`config.mk`:
```
export PLATFORM = sky130hd
export DESIGN_NAME = alu_exec_unit
export DESIGN_NICKNAME = d
export VERILOG_FILES = /design/src/rtl/alu_exec_pkg.sv /design/src/rtl/alu_exec_obuf.sv /design/src/rtl/alu_exec_unit.sv
export SDC_FILE = /design/constraint.sdc
export NUM_CORES = 1
export LEC_CHECK = 0
export CAP_MARGIN = 25
export CORE_UTILIZATION = 54
export CTS_CLUSTER_SIZE = 24
export DETAILED_ROUTE_END_ITERATION = 10
export GPL_TIMING_DRIVEN = 1
export PLACE_DENSITY = 0.78
export SLEW_MARGIN = 40
export SYNTH_ARGS = -nofsm -noshare
export SYNTH_HDL_FRONTEND = slang
export SYNTH_SLANG_ARGS = --single-unit
```
`constraint.sdc`:
```
create_clock -name clk -period 3.3 [get_ports clk]
set_input_delay 0.66 -clock clk [delete_from_list [all_inputs] [get_ports clk]]
set_output_delay 0.66 -clock clk [all_outputs]
set_load 0.1 [all_outputs]
```
`src/rtl/alu_exec_pkg.sv`:
```
// alu_exec_pkg: ALU control codes and CDB entry type shared by the execute unit and ALU controller
package alu_exec_pkg;
  localparam int ALU_XLEN  = 32;
  localparam int ALU_TAG_W = 5;
  localparam logic [3:0] ALU_ADD  = 4'b0010;
  localparam logic [3:0] ALU_SUB  = 4'b0110;
  localparam logic [3:0] ALU_XOR  = 4'b0011;
  localparam logic [3:0] ALU_OR   = 4'b0001;
  localparam logic [3:0] ALU_SRA  = 4'b0111;
  localparam logic [3:0] ALU_PASS = 4'b1111;
  typedef struct packed {
    logic [ALU_TAG_W-1:0] tag;
    logic [ALU_XLEN-1:0]  data;
    logic                 illegal;
  } cdb_entry_t;
endpackage

```
`src/rtl/alu_exec_obuf.sv`:
```
// alu_exec_obuf: FIFO of CDB entries holding results until the CDB arbiter grants a broadcast
module alu_exec_obuf
  import alu_exec_pkg::*;
#(
  parameter int DEPTH = 2,
  localparam int AW = $clog2(DEPTH)
) (
  input  logic       clk,
  input  logic       rst_n,
  input  logic       clr,
  input  logic       push,
  input  logic       pop,
  input  cdb_entry_t din,
  output cdb_entry_t dout,
  output logic       full,
  output logic       empty,
  output logic [AW:0] count
);
  cdb_entry_t mem [DEPTH];
  logic [AW-1:0] wr_ptr, rd_ptr;
  logic do_push, do_pop;
  assign empty   = count == '0;
  assign full    = count == (AW+1)'(DEPTH);
  assign do_pop  = pop && !empty;
  assign do_push = push && (!full || do_pop);
  assign dout    = mem[rd_ptr];
  // pointers wrap naturally because DEPTH is a power of two
  always_ff @(posedge clk or negedge rst_n) begin
    if (!rst_n) begin
      wr_ptr <= '0;
      rd_ptr <= '0;
      count  <= '0;
    end else if (clr) begin
      wr_ptr <= '0;
      rd_ptr <= '0;
      count  <= '0;
    end else begin
      if (do_push) wr_ptr <= wr_ptr + 1'b1;
      if (do_pop) rd_ptr <= rd_ptr + 1'b1;
      count <= count + (AW+1)'(do_push) - (AW+1)'(do_pop);
    end
  end
  // storage needs no reset: only entries below count are ever observed
  always_ff @(posedge clk) begin
    if (do_push && !clr) mem[wr_ptr] <= din;
  end
endmodule

```
`src/rtl/alu_exec_unit.sv`:
```
// alu_exec_unit: one-stage integer execute with buffered CDB broadcast; optional flush via ALU_EXEC_FLUSH_EN
module alu_exec_unit
  import alu_exec_pkg::*;
#(
  parameter int XLEN       = ALU_XLEN,
  parameter int TAG_W      = ALU_TAG_W,
  parameter int OBUF_DEPTH = 2
) (
  input  logic             clk,
  input  logic             rst_n,
  input  logic             issue_valid,
  output logic             issue_ready,
  input  logic [3:0]       issue_alu_ctrl,
  input  logic [XLEN-1:0]  issue_src_a,
  input  logic [XLEN-1:0]  issue_src_b,
  input  logic [TAG_W-1:0] issue_tag,
  output logic             cdb_req,
  input  logic             cdb_grant,
  output logic [TAG_W-1:0] cdb_tag,
  output logic [XLEN-1:0]  cdb_data,
  output logic             cdb_illegal,
`ifdef ALU_EXEC_FLUSH_EN
  input  logic             flush,
`endif
  output logic             busy
);
  localparam int SHW = $clog2(XLEN);
  localparam int AW  = $clog2(OBUF_DEPTH);
  logic             e_valid;
  logic [3:0]       e_ctrl;
  logic [XLEN-1:0]  e_a, e_b, e_res;
  logic [TAG_W-1:0] e_tag;
  logic             e_ill, e_move, accept, pop, full, empty, flush_i;
  logic [AW:0]      count;
  cdb_entry_t       head, e_entry;
`ifdef ALU_EXEC_FLUSH_EN
  assign flush_i = flush;
`else
  assign flush_i = 1'b0;
`endif
  assign pop         = !empty && cdb_grant;
  assign e_move      = e_valid && (!full || pop);
  assign issue_ready = !e_valid || e_move;
  assign accept      = issue_valid && issue_ready;
  assign busy        = e_valid || count != '0;
  assign cdb_req     = !empty;
  assign cdb_tag     = empty ? '0 : head.tag;
  assign cdb_data    = empty ? '0 : head.data;
  assign cdb_illegal = !empty && head.illegal;
  assign e_entry     = '{tag: e_tag, data: e_res, illegal: e_ill};
  // execute stage: undefined codes produce zero and are flagged illegal
  always_comb begin
    e_res = e_ctrl == ALU_ADD  ? e_a + e_b :
            e_ctrl == ALU_SUB  ? e_a - e_b :
            e_ctrl == ALU_XOR  ? e_a ^ e_b :
            e_ctrl == ALU_OR   ? e_a | e_b :
            e_ctrl == ALU_SRA  ? XLEN'($signed(e_a) >>> e_b[SHW-1:0]) :
            e_ctrl == ALU_PASS ? e_b : '0;
    e_ill = !(e_ctrl == ALU_ADD || e_ctrl == ALU_SUB || e_ctrl == ALU_XOR ||
              e_ctrl == ALU_OR || e_ctrl == ALU_SRA || e_ctrl == ALU_PASS);
  end
  // E register: capture on accept, drain into buffer on move, clear on flush
  always_ff @(posedge clk or negedge rst_n) begin
    if (!rst_n) begin
      e_valid <= 1'b0;
      e_ctrl  <= '0;
      e_a     <= '0;
      e_b     <= '0;
      e_tag   <= '0;
    end else if (flush_i) begin
      e_valid <= 1'b0;
    end else if (accept) begin
      e_valid <= 1'b1;
      e_ctrl  <= issue_alu_ctrl;
      e_a     <= issue_src_a;
      e_b     <= issue_src_b;
      e_tag   <= issue_tag;
    end else if (e_move) begin
      e_valid <= 1'b0;
    end
  end
  alu_exec_obuf #(.DEPTH(OBUF_DEPTH)) u_obuf (
    .clk   (clk),
    .rst_n (rst_n),
    .clr   (flush_i),
    .push  (e_move),
    .pop   (pop),
    .din   (e_entry),
    .dout  (head),
    .full  (full),
    .empty (empty),
    .count (count)
  );
endmodule

```
## Yosys cells after proc, flatten, opt, wreduce, memory -nomap -nowiden

Memory sizes are Yosys's and may differ from the RTL's.
Index checks and enable logic that the tools add are counted.

| operators by class | value |
|---|---|
| add/sub/neg operators | 6 |
| $mul | 0 |
| divide/modulo/power cells | 0 |
| $lt $le $gt $ge | 0 |
| eq/ne operators | 7 |
| shift-type cells | 1 |
| multiplexer cells | 12 |
| bitwise logic cells | 2 |
| reductions and logical operators | 22 |

Operator list:

| cell | count |
|---|---|
| 32-bit two-way mux | 7 |
| 32-bit adder | 1 |
| 32-bit OR | 1 |
| 32-bit by 5-bit >>> shifter with 32-bit output | 1 |
| 32-bit subtractor | 1 |
| 32-bit XOR | 1 |
| 1-bit logical OR | 9 |
| 4-bit by 2-bit equality test with 1-bit output, second input constant | 2 |
| 4-bit by 3-bit equality test with 1-bit output, second input constant | 2 |
| 1-bit logical AND | 6 |
| 5-bit two-way mux | 1 |
| 4-bit by 1-bit equality test with 1-bit output, second input constant | 1 |
| 4-bit equality test, second input constant | 1 |
| 1-bit zero test | 4 |
| 1-bit two-way mux | 4 |
| 2-bit nonzero test | 2 |
| 1-bit adder, second input constant | 2 |
| 2-bit by 1-bit adder with 2-bit output | 1 |
| 2-bit equality test, second input constant | 1 |
| 2-bit zero test | 1 |
| 2-bit by 1-bit subtractor with 2-bit output | 1 |

| storage, ports and cells | value |
|---|---|
| flip-flop bits (word level) | 78 |
| bits in latches | 0 |
| memory bits (writable) | 76 |
| memory bits (read-only) | 0 |
| input bits | 77 |
| output and inout bits | 41 |
| word-level logic and storage cells | 59 |
| memories | 1 |

Memories:

| name | words | width | rd ports | clocked after Yosys merged registers in | wr ports | RTL line | text |
|---|---|---|---|---|---|---|---|
| u_obuf.mem | 2 | 38 | 1 | 0 | 1 | alu_exec_obuf.sv:19 | `cdb_entry_t mem [DEPTH];` |

## Depth between registers and ports, before layout

| depth | value |
|---|---|
| depth in word-level cells | 8 |
| gate-level depth with buffers | 13 |
| mapped depth without buffers | 11 |

## Modules after synthesis

From an unflattened synthesis, not the netlist that was laid out.

| unflattened totals | value |
|---|---|
| cells, all modules | 1416 |
| area total of the unflattened synthesis | 12557.0 um^2 |

By module, submodules not included:

| module | instances | cells each | area each (um^2) | seq. area each (um^2) |
|---|---|---|---|---|
| alu_exec_unit | 1 | 1269 | 9549.2 | 1851.8 |
| alu_exec_obuf | 1 | 147 | 3007.9 | 2382.3 |

## Least setup slack after synthesis

Ideal clock, no wire load.

| timing path | value |
|---|---|
| kind | reg-to-reg |
| from | register e_b[2] |
| to | memory u_obuf.mem[0][25] (netlist bit), data pin |
| arrival | 3.255 ns |
| data required time | 3.024 ns |
| slack | -0.232 ns |
| cell stages (with the launch flop) | 14 |
| period minus slack after synthesis | 3.532 ns |
| cells stage by stage | dfrtp_1 > buf_2 > inv_1 > clkbuf_1 > clkbuf_1 > ha_1 > a21oi_1 > o21ai_0 > a311o_1 > a31o_2 > a31oi_1 > nor4_1 > nor4b_1 > nand3_1 |

| on the way | value |
|---|---|
| word-level cells in the longest chain between the ends | 6 |
| elaborated cells between the ends (all ways) | 8 |
| classes of those cells | add/sub: 2; shift: 1; mux: 5 |

Ends and longest elaborated chain:

| item | RTL line | text |
|---|---|---|
| start, declared | alu_exec_unit.sv:31 | `logic [XLEN-1:0] e_a, e_b, e_res;` |
| start signal, assigned | alu_exec_unit.sv:76 | `e_b <= issue_src_b;` |
| parallel branches: the longest is 5 deep, another holds 32-bit subtractor | - |  |
| 32-bit two-way mux * | alu_exec_unit.sv:53 | `e_res = e_ctrl == ALU_ADD ? e_a + e_b :` |
| net e_res[24] | alu_exec_unit.sv:31 |  |
| end, declared | alu_exec_obuf.sv:19 |  |

Mark *: on every way through the listed nets, which the timed path passes.

## Worst setup path in the final report

| timing path | value |
|---|---|
| from | register e_a[0] |
| to | memory u_obuf.mem[0][13] (netlist bit), data pin |

| on the way | value |
|---|---|
| word-level cells in the longest chain between the ends | 6 |
| elaborated cells between the ends (all ways) | 8 |
| classes of those cells | add/sub: 2; shift: 1; mux: 5 |

Ends and longest elaborated chain:

| item | RTL line | text |
|---|---|---|
| start, declared | alu_exec_unit.sv:31 |  |
| start signal, assigned | alu_exec_unit.sv:75 | `e_a <= issue_src_a;` |
| parallel branches: the longest is 5 deep, another holds 32-bit subtractor | - |  |
| 32-bit two-way mux * | alu_exec_unit.sv:53 |  |
| net e_res[12] | alu_exec_unit.sv:31 |  |

Marks and branches as above.

==> results.md <==
- The run finished with clean final reports.
- Summing the sequential cell areas from Yosys gives 33.5% of the chip area.
- The number of hold-slack violations in the final timing report is 0.
- After clock tree synthesis, the clock-pin slew on the worst setup and hold paths is 0.07 ns.
- The remaining antenna violation count after routing is 0.
- By area the synthesized netlist is led by sky130_fd_sc_hd__edfxtp_1 (18%), sky130_fd_sc_hd__dfrtp_1 (15%), sky130_fd_sc_hd__ha_1 (9.5%).
- The post-synthesis net count is 1523.
- The setup total negative slack is 0 ns.
- The highest net fanout along the worst path is 5.
- The reported leakage power is 0.00673 uW.
- Across all layers, the routed design uses 12.0k vias.
- The repair_antennas step left the layout with diodes totalling 0.
- Between clock sinks in the finished design, the worst skew comes to 0.0149 ns.
- The combined area of all synthesized cells is 12600 um2.
- The number of vias per cell after detailed routing is 6.49.
- The final routed DRC violation total is 0.
- The number of synthesized flops with an enable pin is 76.
- The total area of multi-input combinational cells is 7800 um2.
- Dividing the synthesized area by the synthesized cell count gives 9.37 um2.
- Wires add up to 43.0 mm.
- The number of H-tree levels is 4.
- The number of hold buffers added after CTS was 0.
- The wire length per cell is 23.3 um.
- The number of maximum-capacitance violations is 0.
- The library cell used most frequently in the layout, excluding fill and tap cells, is sky130_fd_sc_hd__buf_4.
- The first global-routing pass estimated 65.7 mm of wire.
- The final layout net count is 1696.
- The leading register cell type out of synthesis is sky130_fd_sc_hd__dfrtp_1.
- The power density over cell area is 903 nW/um2.
- Setup slack closes at 0.0793 ns.
- STA classifies the critical path startpoint as a flop.
- The tree is rooted in a sky130_fd_sc_hd__clkbuf_16.
- The placer congestion estimate is 0.995.
- The slew at the pin closest to its max-slew limit is 0.721 ns.
- The Yosys step of the flow raised 0 warnings.
- The floorplan has 55 rows.
- The data required time of the critical path is 3.46 ns.
- The share of flip-flops with an asynchronous set or reset is 50.6%.
- Measured against its own limit, the worst slew margin works out to 51.4%.
- At the worst endpoint, the arrival time is 3.39 ns.
- The maximum number of pins on one net before global-route repair is 48.
- Port buffering added 117 buffers.
- The final critical-path share of the clock period is 97.6%.
- In the global route stage, overall resource usage came out at 36.4%.
- The layout has 1843 filler cells.
- The number of different library cells in the post-synthesis netlist is 84.
- The placeable core area is 22800 um2.
- The worst-case IR drop observed on VDD is 0.000814 V.
- The critical path is of the reg2reg type.
- The worst hold path class is in2async.
- The library cell occupying the most area in the post-synthesis netlist is sky130_fd_sc_hd__edfxtp_1.
- Leaving out fill and tap cells, the most frequent cells in the layout are sky130_fd_sc_hd__buf_4 (164), sky130_fd_sc_hd__nor2_1 (122), sky130_fd_sc_hd__nand2_1 (106), sky130_fd_sc_hd__inv_1 (99), sky130_fd_sc_hd__ha_1 (91).
- Derived from the worst setup path, the maximum achievable clock frequency is 0.310 GHz.
- The relative area change from synthesis to final layout is 22.7%.
- After legalization and detailed placement, the total HPWL measured 33.3 mm.
- The via count of the first global-routing pass is 11.4k.
- After layout, the minimum clock period comes to 3.22 ns.
- The clock sink count is 154.
- The TritonCTS clock tree is built.
- The register cell area after layout is 4240 um2.
- The initial antenna violation count is 0.
- In this run the deepest clock path goes through 2 buffers.
- The initial utilization of the core area, before any placement, comes to 55.4%.
- The DRC marker count from the first detailed-route iteration is 1411.
- Before CTS, the worst setup slack after placement is 0.00244 ns.
- Setup violations remaining at the end of the flow were counted as 0.
- The residual overflow from global routing is 0.
- The top cell type's share of synthesized area is 18.1%.
- During I/O placement, the number of pins put on the boundary was 118.
- The number of synthesized register bits is 154.
- The final count of pins violating max slew came to 0.
- Once layout is complete, the utilization of the core stands at 68.0%.
- The die area is 24000 um2.
- STA classifies the critical path endpoint as a flop.
- At the later pin of the worst-skew pair, clock insertion delay measures 0.43 ns.
- The post-route netlist has 23.8% of its cells at a drive strength greater than 1.
- The horizontal die dimension is 155 um.
- The height of the die is 155 um.
- After technology mapping, the gate count stands at 1348.
- The TritonCTS buffer count is 17.
- The first detailed-routing pass ran for 7 iterations.
[routing by layer]
layer | track usage (%) | vias up | wire (um)
met5 | 0 | - | 0
met4 | 12.7 | 0 | 1440
met3 | 8.55 | 115 | 4820
met2 | 56.0 | 772 | 19000
met1 | 50.1 | 5762 | 17800
li1 | - | 5330 | -
[sequential cells by signal (all words and copies together) (netlist names)]
| signal | count |
|---|---|
| u_obuf.mem | 76 |
| u_obuf.rd_ptr | 1 |
| e_tag | 5 |
| u_obuf.count | 2 |
| e_a | 32 |
| u_obuf.wr_ptr | 1 |
| e_b | 32 |
| e_ctrl | 4 |
| e_valid | 1 |
[through the flow]
stage	std cells	power [uW]	cell area, um2	hold slack, ns
3_5_place_dp	1809	11600	14700	0.450
6_report	1847	14000	15500	0.259
2_1_floorplan	1348	9130	12700	0.364
4_1_cts	1842	13700	15300	0.276
5_1_grt	1847	14600	15500	0.303
3_3_place_gp	1809	11500	14700	0.441
[what timing repair did]
item / CTS / global route
pin swaps: 2 / 5
setup endpoints to repair: 6 / 36
setup buffers: 1 / 5
gates resized for setup: 3 / 28
hold endpoints to repair: 0 / 0
[worst paths after layout]
check                      startpoint           endpoint  cells after the start  slack (ns)
setup / recovery               e_a[0]  u_obuf.mem[0][13]                     10        0.08
hold / removal                  rst_n           e_tag[3]                      1        0.26
setup reg to reg               e_a[0]  u_obuf.mem[0][13]                     10        0.08
hold reg to reg              e_tag[1]  u_obuf.mem[1][34]                      0        0.46
max in group asynchronous       rst_n             e_b[1]                      2        2.30
min in group clk             e_tag[1]  u_obuf.mem[1][34]                      0        0.46
[Yosys cell counts, types with 7 or more instances]
master / instances
sky130_fd_sc_hd__nor2_1: 133
sky130_fd_sc_hd__nand2_1: 107
sky130_fd_sc_hd__inv_1: 99
sky130_fd_sc_hd__ha_1: 96
sky130_fd_sc_hd__mux2_2: 81
sky130_fd_sc_hd__o21ai_0: 80
sky130_fd_sc_hd__dfrtp_1: 78
sky130_fd_sc_hd__edfxtp_1: 76
sky130_fd_sc_hd__a21oi_1: 75
sky130_fd_sc_hd__mux2i_1: 64
sky130_fd_sc_hd__clkbuf_1: 59
sky130_fd_sc_hd__a221oi_1: 25
sky130_fd_sc_hd__nor3_1: 25
sky130_fd_sc_hd__mux4_2: 23
sky130_fd_sc_hd__a21o_1: 22
sky130_fd_sc_hd__nand3_1: 20
sky130_fd_sc_hd__buf_2: 18
sky130_fd_sc_hd__o211ai_1: 17
sky130_fd_sc_hd__nor2b_1: 12
sky130_fd_sc_hd__o31ai_1: 12
sky130_fd_sc_hd__xnor2_1: 12
sky130_fd_sc_hd__a311oi_1: 11
sky130_fd_sc_hd__buf_1: 10
sky130_fd_sc_hd__or3_1: 10
sky130_fd_sc_hd__a211o_1: 9
sky130_fd_sc_hd__nand2b_1: 9
sky130_fd_sc_hd__o21a_1: 9
sky130_fd_sc_hd__o21bai_1: 9
sky130_fd_sc_hd__a31oi_1: 8
sky130_fd_sc_hd__o221ai_1: 8
sky130_fd_sc_hd__a211oi_1: 7
sky130_fd_sc_hd__a221o_1: 7
sky130_fd_sc_hd__and3_1: 7
sky130_fd_sc_hd__o311ai_0: 7
[kinds of logic (layout without fill, tap and decap cells)]
group	Yosys count	after routing	synth area share [%]
adders and majority gates	98	98	9.83
muxes	168	168	16.4
DFF	154	154	33.5
xor gates and xnor gates	14	14	0.971
and+or+nand+nor	355	355	12.9
buffers and inverters	194	380	6.06
AOI/OAI and AO/OA	365	365	20.3
[area by class of cell]
| class | instances | area share (%) |
|---|---|---|
| clock inverter | 15 | 1.16 |
| sequential | 154 | 27.3 |
| inverter | 104 | 2.52 |
| multi-input combinational | 1000 | 50.3 |
| tap | 313 | 2.53 |
| timing repair buffer | 244 | 13.4 |
| clock buffer | 17 | 2.75 |
[critical path, cell delays in order, from the launching register on]
cell and delay [ns]:
sky130_fd_sc_hd__dfrtp_1 0.41, sky130_fd_sc_hd__ha_1 0.24, sky130_fd_sc_hd__fa_1 0.42, sky130_fd_sc_hd__a21oi_2 0.21, sky130_fd_sc_hd__o21ai_1 0.13, sky130_fd_sc_hd__a311o_2 0.49
sky130_fd_sc_hd__a21o_1 0.20, sky130_fd_sc_hd__a211oi_1 0.29, sky130_fd_sc_hd__a21oi_1 0.09, sky130_fd_sc_hd__and3_1 0.19, sky130_fd_sc_hd__a211o_1 0.29
[where the power goes]
group	total (uW)	internal [uW]	switching, uW
Combinational	8890	2830	6050
Sequential	3030	2680	352
Clock	2070	1150	923
Power figures use the tool's default switching activity.
